==> src/rtl/score_bcd_ctrl.sv <==
// score_bcd_ctrl: four-digit BCD score accumulator fed by a valid/ready
// points port, adding one digit per cycle with ripple carry.
//
// Parameters:
//   PTS_MAX   largest point value taken per request (1..9); larger
//             requests are clamped to it
// Ports:
//   clk       rising-edge clock
//   rst_n     asynchronous active-low reset
//   clear     synchronous clear of score and overflow, aborts an add
//   add_valid points request valid
//   add_ready request taken when add_valid && add_ready at an edge
//   add_pts   binary points to add
//   score_1..score_4  BCD ones, tens, hundreds, thousands (registered)
//   busy      a digit walk is in progress
//   overflow  sticky, a carry left the thousands digit
//
// Build option: define SCORE_SATURATE_EN to pin the score at 9999 on
// overflow; otherwise the score wraps modulo 10000.

module score_bcd_ctrl #(
   parameter int PTS_MAX = 9
) (
   input  logic       clk,
   input  logic       rst_n,
   input  logic       clear,
   input  logic       add_valid,
   output logic       add_ready,
   input  logic [3:0] add_pts,
   output logic [3:0] score_1,
   output logic [3:0] score_2,
   output logic [3:0] score_3,
   output logic [3:0] score_4,
   output logic       busy,
   output logic       overflow
);

   localparam logic [3:0] PtsCap = 4'(PTS_MAX);

   typedef enum logic {
      S_IDLE,
      S_ADD
   } state_t;

   state_t     state_q, state_d;
   logic [3:0] dig_q [4];
   logic [3:0] dig_d [4];
   logic [3:0] carry_q, carry_d;
   logic [1:0] idx_q, idx_d;
   logic       ovf_q, ovf_d;
   logic       init_q, init_d;

   logic [4:0] sum;
   logic       sum_wrap;
   logic [3:0] sum_dig;
   logic       last_dig;
   logic [3:0] pts_cap;

   // Digit adder for the digit currently addressed by idx_q.
   // sum is at most 9 + 9 = 18, so subtracting 10 in 4 bits is exact.
   always_comb begin
      sum      = {1'b0, dig_q[idx_q]} + {1'b0, carry_q};
      sum_wrap = (sum > 5'd9);
      sum_dig  = sum_wrap ? (sum[3:0] - 4'd10) : sum[3:0];
      last_dig = (idx_q == 2'd3);
   end

   always_comb begin
      pts_cap = (add_pts > PtsCap) ? PtsCap : add_pts;
   end

   // add_ready stays low until one edge has passed after reset release,
   // so nothing is accepted while rst_n is low or on the release edge.
   assign add_ready = init_q && (state_q == S_IDLE) && !clear;
   assign busy      = (state_q == S_ADD);
   assign overflow  = ovf_q;
   assign score_1   = dig_q[0];
   assign score_2   = dig_q[1];
   assign score_3   = dig_q[2];
   assign score_4   = dig_q[3];

   always_comb begin
      state_d = state_q;
      carry_d = carry_q;
      idx_d   = idx_q;
      ovf_d   = ovf_q;
      init_d  = 1'b1;
      for (int i = 0; i < 4; i++) begin
         dig_d[i] = dig_q[i];
      end

      if (clear) begin
         state_d = S_IDLE;
         carry_d = '0;
         idx_d   = '0;
         ovf_d   = 1'b0;
         for (int i = 0; i < 4; i++) begin
            dig_d[i] = '0;
         end
      end else begin
         unique case (state_q)
            S_IDLE: begin
               if (add_valid && add_ready) begin
                  carry_d = pts_cap;
                  idx_d   = '0;
                  state_d = S_ADD;
               end
            end
            S_ADD: begin
`ifdef SCORE_SATURATE_EN
               // Once saturated the digits are frozen at 9999; the walk
               // still runs so handshake timing does not depend on it.
               if (!ovf_q) begin
                  dig_d[idx_q] = sum_dig;
               end
               if (last_dig && sum_wrap) begin
                  ovf_d = 1'b1;
                  for (int i = 0; i < 4; i++) begin
                     dig_d[i] = 4'd9;
                  end
               end
`else
               dig_d[idx_q] = sum_dig;
               if (last_dig && sum_wrap) begin
                  ovf_d = 1'b1;
               end
`endif
               if (!sum_wrap || last_dig) begin
                  state_d = S_IDLE;
                  carry_d = '0;
                  idx_d   = '0;
               end else begin
                  carry_d = 4'd1;
                  idx_d   = idx_q + 2'd1;
               end
            end
            default: begin
               state_d = S_IDLE;
            end
         endcase
      end
   end

   always_ff @(posedge clk or negedge rst_n) begin
      if (!rst_n) begin
         state_q <= S_IDLE;
         carry_q <= '0;
         idx_q   <= '0;
         ovf_q   <= 1'b0;
         init_q  <= 1'b0;
         for (int i = 0; i < 4; i++) begin
            dig_q[i] <= '0;
         end
      end else begin
         state_q <= state_d;
         carry_q <= carry_d;
         idx_q   <= idx_d;
         ovf_q   <= ovf_d;
         init_q  <= init_d;
         for (int i = 0; i < 4; i++) begin
            dig_q[i] <= dig_d[i];
         end
      end
   end

endmodule

==> config.mk <==
export PLATFORM = sky130hd
export DESIGN_NAME = score_bcd_ctrl
export DESIGN_NICKNAME = d
export VERILOG_FILES = /design/src/rtl/score_bcd_ctrl.sv
export SDC_FILE = /design/constraint.sdc
export NUM_CORES = 1
export LEC_CHECK = 0
export CAP_MARGIN = 30
export CELL_PAD_IN_SITES_DETAIL_PLACEMENT = 1
export CELL_PAD_IN_SITES_GLOBAL_PLACEMENT = 2
export CORE_MARGIN = 2
export CORE_UTILIZATION = 33
export DETAILED_ROUTE_END_ITERATION = 8
export PLACE_DENSITY = 0.9
export SLEW_MARGIN = 15
export SYNTH_ARGS = -nofsm -noshare
export SYNTH_HDL_FRONTEND = slang
export SYNTH_SLANG_ARGS = --single-unit
==> constraint.sdc <==
create_clock -name clk -period 3.8 [get_ports clk]
set_input_delay 0.76 -clock clk [delete_from_list [all_inputs] [get_ports clk]]
set_output_delay 0.76 -clock clk [all_outputs]
set_load 0.005 [all_outputs]
# Yosys cells after proc, flatten, opt, wreduce, memory -nomap -nowiden

Cells that the tools add are included.

Register bits after elaboration: 25
Output and inout port bits: 19
Logic and storage cells: 56
Input bits: 8

Reductions and logical operators: 11
Order comparisons: 4
Equal/unequal tests: 2
Bitwise gates (word level): 2
Add/subtract/negate cells: 3
Mux-type cells: 25

Operators with widths:

| kind                                                                             | count |
|---|---|
| 16-bit two-way mux                                                               | 2 |
| 4-bit two-way mux                                                                | 7 |
| 16-bit bitwise mux                                                               | 1 |
| 4-bit binary-select mux with 2-bit select                                        | 1 |
| 4-bit demux with 2-bit select                                                    | 1 |
| 4-bit one-hot mux with 2 select lines                                            | 1 |
| 1-bit two-way mux                                                                | 7 |
| 2-bit two-way mux                                                                | 3 |
| 4-bit by 4-bit adder with 5-bit output                                           | 1 |
| 5-bit by 4-bit greater-than comparator with 1-bit output (second input constant) | 1 |
| 1-bit logical AND                                                                | 5 |
| 4-bit greater-than comparator (second input constant)                            | 1 |
| 2-bit one-hot mux with 2 select lines                                            | 1 |
| 2-bit nonzero test                                                               | 2 |
| 4-bit subtractor (second input constant)                                         | 1 |
| 3-bit greater-or-equal comparator (second input constant)                        | 1 |
| 3-bit by 1-bit < comparator with 1-bit output (second input constant)            | 1 |
| 3-bit by 2-bit inequality test with 1-bit output (second input constant)         | 1 |
| 2-bit NOT with 3-bit output                                                      | 1 |
| 2-bit by 1-bit adder with 2-bit output (second input constant)                   | 1 |
| 2-bit equality test (second input constant)                                      | 1 |
| 1-bit zero test                                                                  | 2 |
| 1-bit one-hot mux with 2 select lines                                            | 1 |
| 2-bit AND reduction                                                              | 1 |
| other kinds (2)                                                                  | 2 |

# Longest topological paths before layout

Gate-level depths: netlist of the first run.

Word-level depth: 11
Gate-level depth with buffers: 11
Gate-level depth less buffers: 9

# Worst setup path before layout of the first run

OpenSTA, ideal clock, no wires.

Kind: reg-to-reg
From: register idx_q[0]
To: register dig_q (netlist bit score_4[2])
Path buffers: 1
Required time: 3699 ps
Period minus slack after synthesis: 2969 ps
Path slack: 831 ps
Cell stages (with the launch flop): 10
Arrival: 2868 ps
Cells stage by stage: dfrtp_1 -> clkbuf_1 -> mux4_2 -> ha_1 -> inv_1 -> fa_1 -> ha_1 -> o22ai_2 -> a211oi_1 -> o32ai_1

Word-level cells in the longest chain between the ends: 10
Elaborated cells between the ends (all ways): 16
Those cells by class: 2 x add/sub; 3 x order compare; 9 x mux; 1 x bitwise; 1 x reduce/logical

Ends and longest elaborated chain:

| element                                                                                             | RTL line | source |
|---|---|---|
| start, declared                                                                                     | 49       | `logic [1:0] idx_q, idx_d;` |
| start signal, assigned                                                                              | 157      | `idx_q <= idx_d;` |
| 2-bit NOT with 3-bit output (not written as such) *                                                 | 62, 123  |  |
| 4-bit binary-select mux with 2-bit select                                                           | 62       | `sum = {1'b0, dig_q[idx_q]} + {1'b0, carry_q};` |
| 4-bit two-way mux (not written as such) (2 in series)                                               | 62       |  |
| 4-bit by 4-bit adder with 5-bit output                                                              | 62       |  |
| 4-bit subtractor / 5-bit by 4-bit greater-than comparator with 1-bit output (equally long branches) | 64, 63   |  |
| 4-bit two-way mux                                                                                   | 64       | `sum_dig = sum_wrap ? (sum[3:0] - 4'd10) : sum[3:0];` |
| 16-bit bitwise mux *                                                                                | 123      | `dig_d[idx_q] = sum_dig;` |
| 16-bit two-way mux *                                                                                | 101      | `unique case (state_q)` |
| 16-bit two-way mux *                                                                                | 92       | `if (clear) begin` |
| end signal, assigned by index                                                                       | 161      | `dig_q[i] <= dig_d[i];` |
| end, declared                                                                                       | 46       | `logic [3:0] dig_q [4];` |

Mark *: on every way between the ends. The rest lies on a longest branch, timed or not. The select of a mux whose other input is x is not followed.
A chain may end at the register's enable or synchronous reset.

# Worst setup path in the final report of the first run

Same ends and word-level chain as after synthesis.

==> run_results.csv, run 1 <==
group,metric,value,unit
drt,drc,0,
setup_path,critPathMaxFanout,9,
setup_path,required,3.98,ns
cts,root_buffer,"clkbuf_8",
sta,hold_viol,0,
final_layout,fillers,567,
drt,ant_nets,0,
yosys,synthTopCellsByArea,"dfrtp_1 (37%), ha_1 (6.7%), mux4_2 (5.4%), nor2_1 (4.0%), a21oi_1 (3.6%)",
global_route,grt.overflow.total,0,
setup_path,cp.arrival,3.37,ns
floorplanning,io_pins,27,
placed_design,place_area,1990,µm²
global_route,grt_first_pass_wirelength,8070,µm
global_route,grt_usage,0.196,
sta,skew,0.00867,ns
yosys,avgSynthCellArea,9.56,µm²
yosys,synth.top_cells.by_count,"dfrtp_1 (25), nor2_1 (18), nand2_1 (16), a21oi_1 (12), ha_1 (9)",
pwr,peakVddDrop,0.202,mV
final_layout,areaGrowthSynthToFinish,21.1,%
drt,wl,4810,µm
final_layout,drive_above_1_share,0.0758,
placed_design,hpwl,3550,µm
cts,ctsResizeCount,0,
sta,tightest_slew,0.752,ns
yosys,ys.flop_type,"dfrtp_1",
hold_path,hold_class,"reg2reg",
final_layout,nNetsFinal,217,
drt,dr.pass1.iters,4,
yosys,synth_top_area_share,0.372,
yosys,ys_types,44,
pwr,power_leakage,0.755,nW
setup_path,worst_setup_path_end_kind,"register",
setup_path,cp-start-kind,"register",
pwr,finalPower,534,µW
drt,post_drt_wl_per_cell,18.2,µm
yosys,synthArstFlopShare,1.00,
drt,vias,1490,
setup_path,crit_top_cell,"ha_1",
setup_path,cp_top_family,"adder cells",
sta,timing.final.setup_violations,0,
floorplanning,chipWidth,75.4,µm
setup_path,crit_slowest_cell,"dfrtp_1",
drt,via_per_inst,5.62,
cts,insertion_delay,0.29,ns
yosys,synth_fp_nets,194,
drt,drtIter0Drc,93,
sta,fin_setup_tns,0,ns
setup_path,worst-path-buf-inv,1,
setup_path,critical_path_class,"reg2reg",
yosys,synth_edf_count,0,
run,cap_violations,0,
sta,rsz0062_at_grt,"false",
pwr,powerDensity,262,nW/µm²
floorplanning,start_util,0.349,
floorplanning,dieArea,5690,µm²
final_layout,final_area,2040,µm²
cts,cts_hold_buf,0,
status,status,"finished, final reports clean",
floorplanning,rows,25,
cts,h-tree-depth,1,
cts,numCtsBuffers,3,
yosys,synth-seq-cells,25,
floorplanning,chipHeight,75.4,µm
sta,period_share,0.840,
final_layout,final_cells,265,
cts,post_cts_buffers,0,
yosys,syn_inst,176,
placed_design,placedCellCount,261,
cts,cts_sinks,25,
yosys,yosysTopAreaCell,"dfrtp_1",
setup_path,path_cells,"mux4_2 -> ha_1 -> inv_1 -> fa_1 -> xor2_2 -> ha_1 -> o22ai_2 -> a211oi_1 -> o32ai_1",
yosys,yosysSeqAreaShare,0.372,
sta,drv_slew,0,
cts,cts.clk_slew.worst_paths,0.10,ns
cts,cts_tree,"yes",
global_route,grt_pass1_vias,1547,
cts,cts_buffer_depth,2,
sta,min_period,3.19,ns
yosys,post-synth-top-count-cell,"dfrtp_1",
floorplanning,design.core.area,4820,µm²
global_route,grt_max_degree,26,
setup_path,critPathMaxStageDelay,0.58,ns
sta,fmax,313,MHz
final_layout,antenna_cells,0,
global_route,antenna_found_initial,0,
yosys,syn_area,1680,µm²
yosys,yosysWarnings,0,
placed_design,gp_congestion,0.811,
placed_design,portBuffers,26,
sta,slew_headroom,0.492,
[registers in the layout (all words and copies together), names as in the netlist]
register	flops
busy	1
carry_q	4
idx_q	2
init_q	1
overflow	1
score_1	4
score_2	4
score_3	4
score_4	4
[final cells by class]
type	instances	area, µm²	area share
inverters	7	26.3	0.0129
multi-input cells	134	977	0.479
flip-flops and latches	25	626	0.307
clock buffers	3	41.3	0.0203
well taps	67	83.8	0.0411
clock inverters	1	8.76	0.00430
repair buffers	28	275	0.135
[cells by family after synthesis]
| kind of cell | count (synthesis) | synth area share |
|---|---|---|
| AND/OR/NAND/NOR | 68 | 0.213 |
| AO/OA/AOI/OAI | 47 | 0.206 |
| flip-flops | 25 | 0.372 |
| buffers and inverters | 17 | 0.0476 |
| adder cells (fa/ha/maj) | 10 | 0.0788 |
| multiplexers | 6 | 0.0654 |
| XOR/XNOR | 2 | 0.0149 |
| other | 1 | 0.00223 |
[tightest hold or removal path, stage by stage, from the launching register on]
cell,delay (ns)
dfrtp_1,0.42
nand2_1,0.07
a21oi_1,0.06
[cells in the final DEF, fill, tap and decap left out, types with 3 or more instances in the layout]
master,netlist,routed
nor2_1,18,18
and2_1,6,6
a21oi_1,12,12
a311oi_1,5,5
mux4_2,4,4
inv_1,7,7
a211oi_1,5,5
ha_1,9,9
nand3_1,6,6
o32ai_1,5,5
nand3b_1,4,4
nor3_1,5,5
dfrtp_1,25,25
nand2_1,16,16
clkbuf_8,0,3
nand2b_1,4,4
o221ai_1,4,4
clkdlybuf4s50_1,0,26
[stage by stage]
step	hold WS, ns	util	worst slack [ns]
3_3_place_gp	0.544	0.413	0.693
2_1_floorplan	0.464	-	0.831
3_5_place_dp	0.549	0.413	0.616
4_1_cts	0.571	0.423	0.591
5_1_grt	0.605	0.423	0.379
6_report	0.571	0.423	0.608
[where the power goes]
part / total [mW] / internal (mW) / leakage [nW] / switching [mW]
clock network: 0.177 / 0.0774 / 0.0261 / 0.0994
logic: 0.0821 / 0.0343 / 0.385 / 0.0478
registers: 0.275 / 0.270 / 0.345 / 0.00472
[routing by layer]
metal,vias to the layer above,GRT usage,wire [µm],part of all wire
met5,-,0,0,0
met4,0,0.0702,81,0.017
met3,5,0.0238,123,0.026
met2,34,0.318,2270,0.47
met1,747,0.272,2330,0.48
li1,704,-,-,-
[final timing paths]
path / startpoint / end / slack (ns) / depth (start not counted)
min in group asynchronous: rst_n / score_3[3] / 0.83 / 2
max reg2reg: idx_q[0] / score_4[2] / 0.61 / 9
max: idx_q[0] / score_4[2] / 0.61 / 9
max in group asynchronous: rst_n / score_1[2] / 2.72 / 2
min: score_3[0] / score_3[0] / 0.57 / 2
min reg2reg: score_3[0] / score_3[0] / 0.57 / 2
Power figures use the tool's default switching activity.
==> run 2: changes to the inputs <==
Clock period 3.8 ns to 3.3 ns, I/O delays scaled along.
==> run_results.csv, run 2 (synthesis results as in run 1) <==
group,metric,value,unit
cts,insertion_delay,0.28,ns
pwr,peakVddDrop,0.130,mV
global_route,grt_first_pass_wirelength,8430,µm
floorplanning,start_util,0.349,
floorplanning,chipWidth,75.4,µm
pwr,power_leakage,0.766,nW
floorplanning,io_pins,27,
final_layout,areaGrowthSynthToFinish,21.8,%
setup_path,critical_path_class,"reg2reg",
sta,fin_setup_tns,0,ns
drt,drc,0,
cts,root_buffer,"clkbuf_8",
final_layout,layout_commonest_cell,"clkdlybuf4s50_1",
pwr,finalPower,603,µW
floorplanning,design.core.area,4820,µm²
cts,cts_hold_buf,0,
setup_path,r2r_slack,0.27,ns
cts,cts_sinks,25,
cts,cts_buffer_depth,2,
global_route,antenna_found_initial,0,
cts,h-tree-depth,1,
drt,ant_nets,0,
drt,drtIter0Drc,76,
global_route,grt_usage,0.198,
drt,dr.pass1.iters,4,
final_layout,final_cell_mix,"clkdlybuf4s50_1 (26), dfrtp_1 (25), nor2_1 (18)",
setup_path,crit_path_start,"idx_q[0]",
setup_path,cp-start-kind,"register",
global_route,grt_max_degree,26,
placed_design,hpwl,3810,µm
global_route,grt.overflow.total,0,
status,status,"finished, final reports clean",
drt,via_per_inst,5.67,
sta,slew_headroom,0.505,
cts,post_cts_buffers,0,
run,cap_violations,0,
floorplanning,chipHeight,75.4,µm
floorplanning,rows,25,
setup_path,r2r-start,"idx_q[0]",
setup_path,worst_setup_path_end_kind,"register",
sta,rsz0062_at_grt,"false",
cts,numCtsBuffers,3,
drt,vias,1515,
setup_path,reg2reg_depth,9,
floorplanning,dieArea,5690,µm²
setup_path,required,3.48,ns
pwr,powerDensity,294,nW/µm²
final_layout,antenna_cells,0,
sta,skew,0.00514,ns
hold_path,hold_class,"reg2reg",
sta,hold_viol,0,
sta,drv_slew,0,
cts,cts_tree,"yes",
drt,post_drt_wl_per_cell,18.9,µm
placed_design,gp_congestion,0.824,
final_layout,fillers,574,
placed_design,portBuffers,26,
global_route,grt_pass1_vias,1630,
setup_path,crit_end,"score_3[2]",
cts,ctsResizeCount,0,
sta,timing.final.setup_violations,0,
sta,period_share,0.918,
setup_path,regToRegEndpoint,"score_3[2]",
setup_path,cp.arrival,3.21,ns
sta,tightest_slew,0.733,ns
drt,wl,5040,µm
sta,min_period,3.03,ns
final_layout,drive_above_1_share,0.0850,
setup_path,critPathMaxFanout,9,
final_layout,nNetsFinal,219,
sta,fmax,330,MHz
cts,cts.clk_slew.worst_paths,0.09,ns
[run 2: worst min path at each step]
stage	start	to	slack, ns	depth (start not counted)
finish	score_2[0]	score_2[0]	0.57	2
global route	score_3[0]	score_3[0]	0.60	2
CTS	score_2[0]	score_2[0]	0.57	2
detailed placement	score_2[0]	score_2[0]	0.55	2
global placement	score_1[0]	score_1[0]	0.55	2
floorplan	rst_n	busy	0.36	0
[run 2: per-stage QoR]
step                      hold slack [ns]  setup slack, ns  area [µm²]  instances  utilization
after floorplan                     0.364            0.331        1680        176            -
after global placement              0.548            0.366        2000        263        0.416
after detailed placement            0.555            0.290        2000        263        0.416
after CTS                           0.571            0.258        2050        267        0.425
after global routing                0.604           0.0359        2050        267        0.425
final                               0.572            0.270        2050        267        0.425
[run 2: power by group]
group          total (mW)  internal, mW  switching [mW]  leakage [nW]
sequential          0.317         0.311         0.00589         0.345
clock               0.190        0.0847           0.105        0.0255
combinational      0.0962        0.0395          0.0567         0.396
[run 2: per-layer routing]
layer | up-vias | global-route usage | wire, µm
li1 | 699 | - | -
met1 | 769 | 0.274 | 2360
met2 | 38 | 0.326 | 2380
met3 | 9 | 0.0265 | 205
met4 | 0 | 0.0585 | 91
met5 | - | 0 | 0
[run 2: cell type report]
class / instances / area, µm² / share of cell area
multi-input combinational: 134 / 977 / 0.477
sequential: 25 / 626 / 0.305
timing repair buffer: 30 / 290 / 0.142
tap: 67 / 83.8 / 0.0409
clock buffer: 3 / 41.3 / 0.0201
inverter: 7 / 26.3 / 0.0128
clock inverter: 1 / 5.00 / 0.00244
[run 2: worst max-delay path, stage by stage (launching register included)]
cell and delay [ns]:
dfrtp_1 0.46, mux4_2 0.54, ha_1 0.27, inv_1 0.09, fa_1 0.38, xor2_2 0.26, ha_1 0.29, o22ai_2 0.27
a211oi_1 0.08, o32ai_1 0.28
==> run 3: changes to the inputs <==
Settings changed: CORE_ASPECT_RATIO from default to 0.9, CORE_MARGIN 2 to default, SKIP_CTS_REPAIR_TIMING from default to 1.
==> run_results.csv, run 3 (synthesis results as in run 1) <==
group,metric,value,unit
sta,slew_headroom,0.524,
placed_design,gp_congestion,0.863,
drt,drc,0,
floorplanning,rows,24,
drt,vias,1490,
global_route,grt_max_degree,26,
hold_path,hold-path-endpoint,"score_4[0]",
sta,skew,0.00432,ns
floorplanning,design.core.area,4860,µm²
cts,numCtsBuffers,3,
final_layout,layout_commonest_cell,"clkdlybuf4s50_1",
sta,setup_slack,0.255,ns
cts,insertion_delay,0.27,ns
setup_path,cp.arrival,3.22,ns
setup_path,critical_path_class,"reg2reg",
sta,timing.final.setup_violations,0,
cts,h-tree-depth,1,
sta,min_period,3.04,ns
floorplanning,start_util,0.346,
placed_design,hpwl,3520,µm
setup_path,r2r_slack,0.26,ns
sta,drv_slew,0,
pwr,powerDensity,290,nW/µm²
setup_path,cp-start-kind,"register",
setup_path,regToRegEndpoint,"score_2[2]",
drt,drtIter0Drc,161,
drt,wl,4570,µm
pwr,peakVddDrop,0.279,mV
sta,fmax,328,MHz
setup_path,reg2reg_depth,9,
cts,cts_tree,"yes",
setup_path,r2r-start,"idx_q[0]",
global_route,grt_first_pass_wirelength,7900,µm
final_layout,final_core_util,0.421,
global_route,antenna_found_initial,0,
drt,via_per_inst,5.62,
global_route,grt_usage,0.188,
cts,cts_buffer_depth,2,
final_layout,nNetsFinal,219,
run,cap_violations,0,
drt,ant_nets,0,
sta,hold_viol,0,
drt,post_drt_wl_per_cell,17.3,µm
hold_path,hold_path_depth,2,
final_layout,areaGrowthSynthToFinish,21.6,%
floorplanning,io_pins,27,
sta,fin_setup_tns,0,ns
final_layout,final_cell_mix,"clkdlybuf4s50_1 (26), dfrtp_1 (25), nor2_1 (18)",
hold_path,hold_class,"reg2reg",
cts,root_buffer,"clkbuf_8",
hold_path,hold_start,"score_4[0]",
drt,dr.pass1.iters,4,
status,status,"finished, final reports clean",
cts,cts_sinks,25,
setup_path,critPathMaxFanout,9,
pwr,finalPower,593,µW
final_layout,antenna_cells,0,
final_layout,drive_above_1_share,0.0850,
floorplanning,dieArea,5390,µm²
floorplanning,chipWidth,77.3,µm
sta,tightest_slew,0.705,ns
sta,period_share,0.923,
setup_path,required,3.47,ns
pwr,power_leakage,0.766,nW
global_route,grt_pass1_vias,1491,
cts,cts.clk_slew.worst_paths,0.09,ns
placed_design,dp_worst_setup_slack,0.243,ns
floorplanning,chipHeight,69.7,µm
setup_path,worst_setup_path_end_kind,"register",
global_route,grt.overflow.total,0,
sta,rsz0062_at_grt,"false",
placed_design,portBuffers,26,
==> run 3: worst max path at each step <==
| stage | start | end | slack (ns) | depth (start not counted) |
|---|---|---|---|---|
| finish | idx_q[0] | score_2[2] | 0.26 | 9 |
| global route | idx_q[0] | score_3[2] | 0.03 | 9 |
| CTS | idx_q[0] | score_4[2] | 0.22 | 9 |
| detailed placement | idx_q[0] | score_4[2] | 0.24 | 9 |
| floorplan | idx_q[0] | score_4[2] | 0.33 | 9 |
| global placement | idx_q[0] | score_4[2] | 0.36 | 9 |
==> run 3: critical path, stage by stage, from the launching register on <==
cell      delay [ns]
dfrtp_1         0.49
mux4_2          0.54
ha_1            0.27
inv_1           0.10
fa_1            0.38
xor2_2          0.27
ha_1            0.30
o22ai_2         0.24
a211oi_1        0.07
o32ai_1         0.27
==> run 3: final cells by class <==
cell class / count / area, µm²
fill: 581 / 2820
clock buffer: 3 / 41.3
tap: 65 / 81.3
sequential: 25 / 626
inverter: 7 / 26.3
timing repair buffer: 30 / 290
clock inverter: 1 / 5.00
multi-input combinational: 134 / 977
==> run 3: metrics by stage <==
step / instance area, µm² / cells / hold slack [ns]
2_1_floorplan: 1680 / 176 / 0.364
3_3_place_gp: 2000 / 261 / 0.552
3_5_place_dp: 2000 / 261 / 0.551
4_1_cts: 2050 / 265 / 0.566
5_1_grt: 2050 / 265 / 0.583
6_report: 2050 / 265 / 0.561
==> run 3: routing by layer <==
layer	GRT usage	vias to the layer above	routed length, µm
li1	-	704	-
met1	0.267	746	2170
met2	0.302	38	2200
met3	0.0368	2	189
met4	0.0252	0	11
met5	0	-	0
==> run 3: power breakdown <==
group          switching [mW]  internal [mW]
Sequential            0.00542          0.311
Combinational          0.0543         0.0395
Clock                  0.0988         0.0846
Total                   0.158          0.435
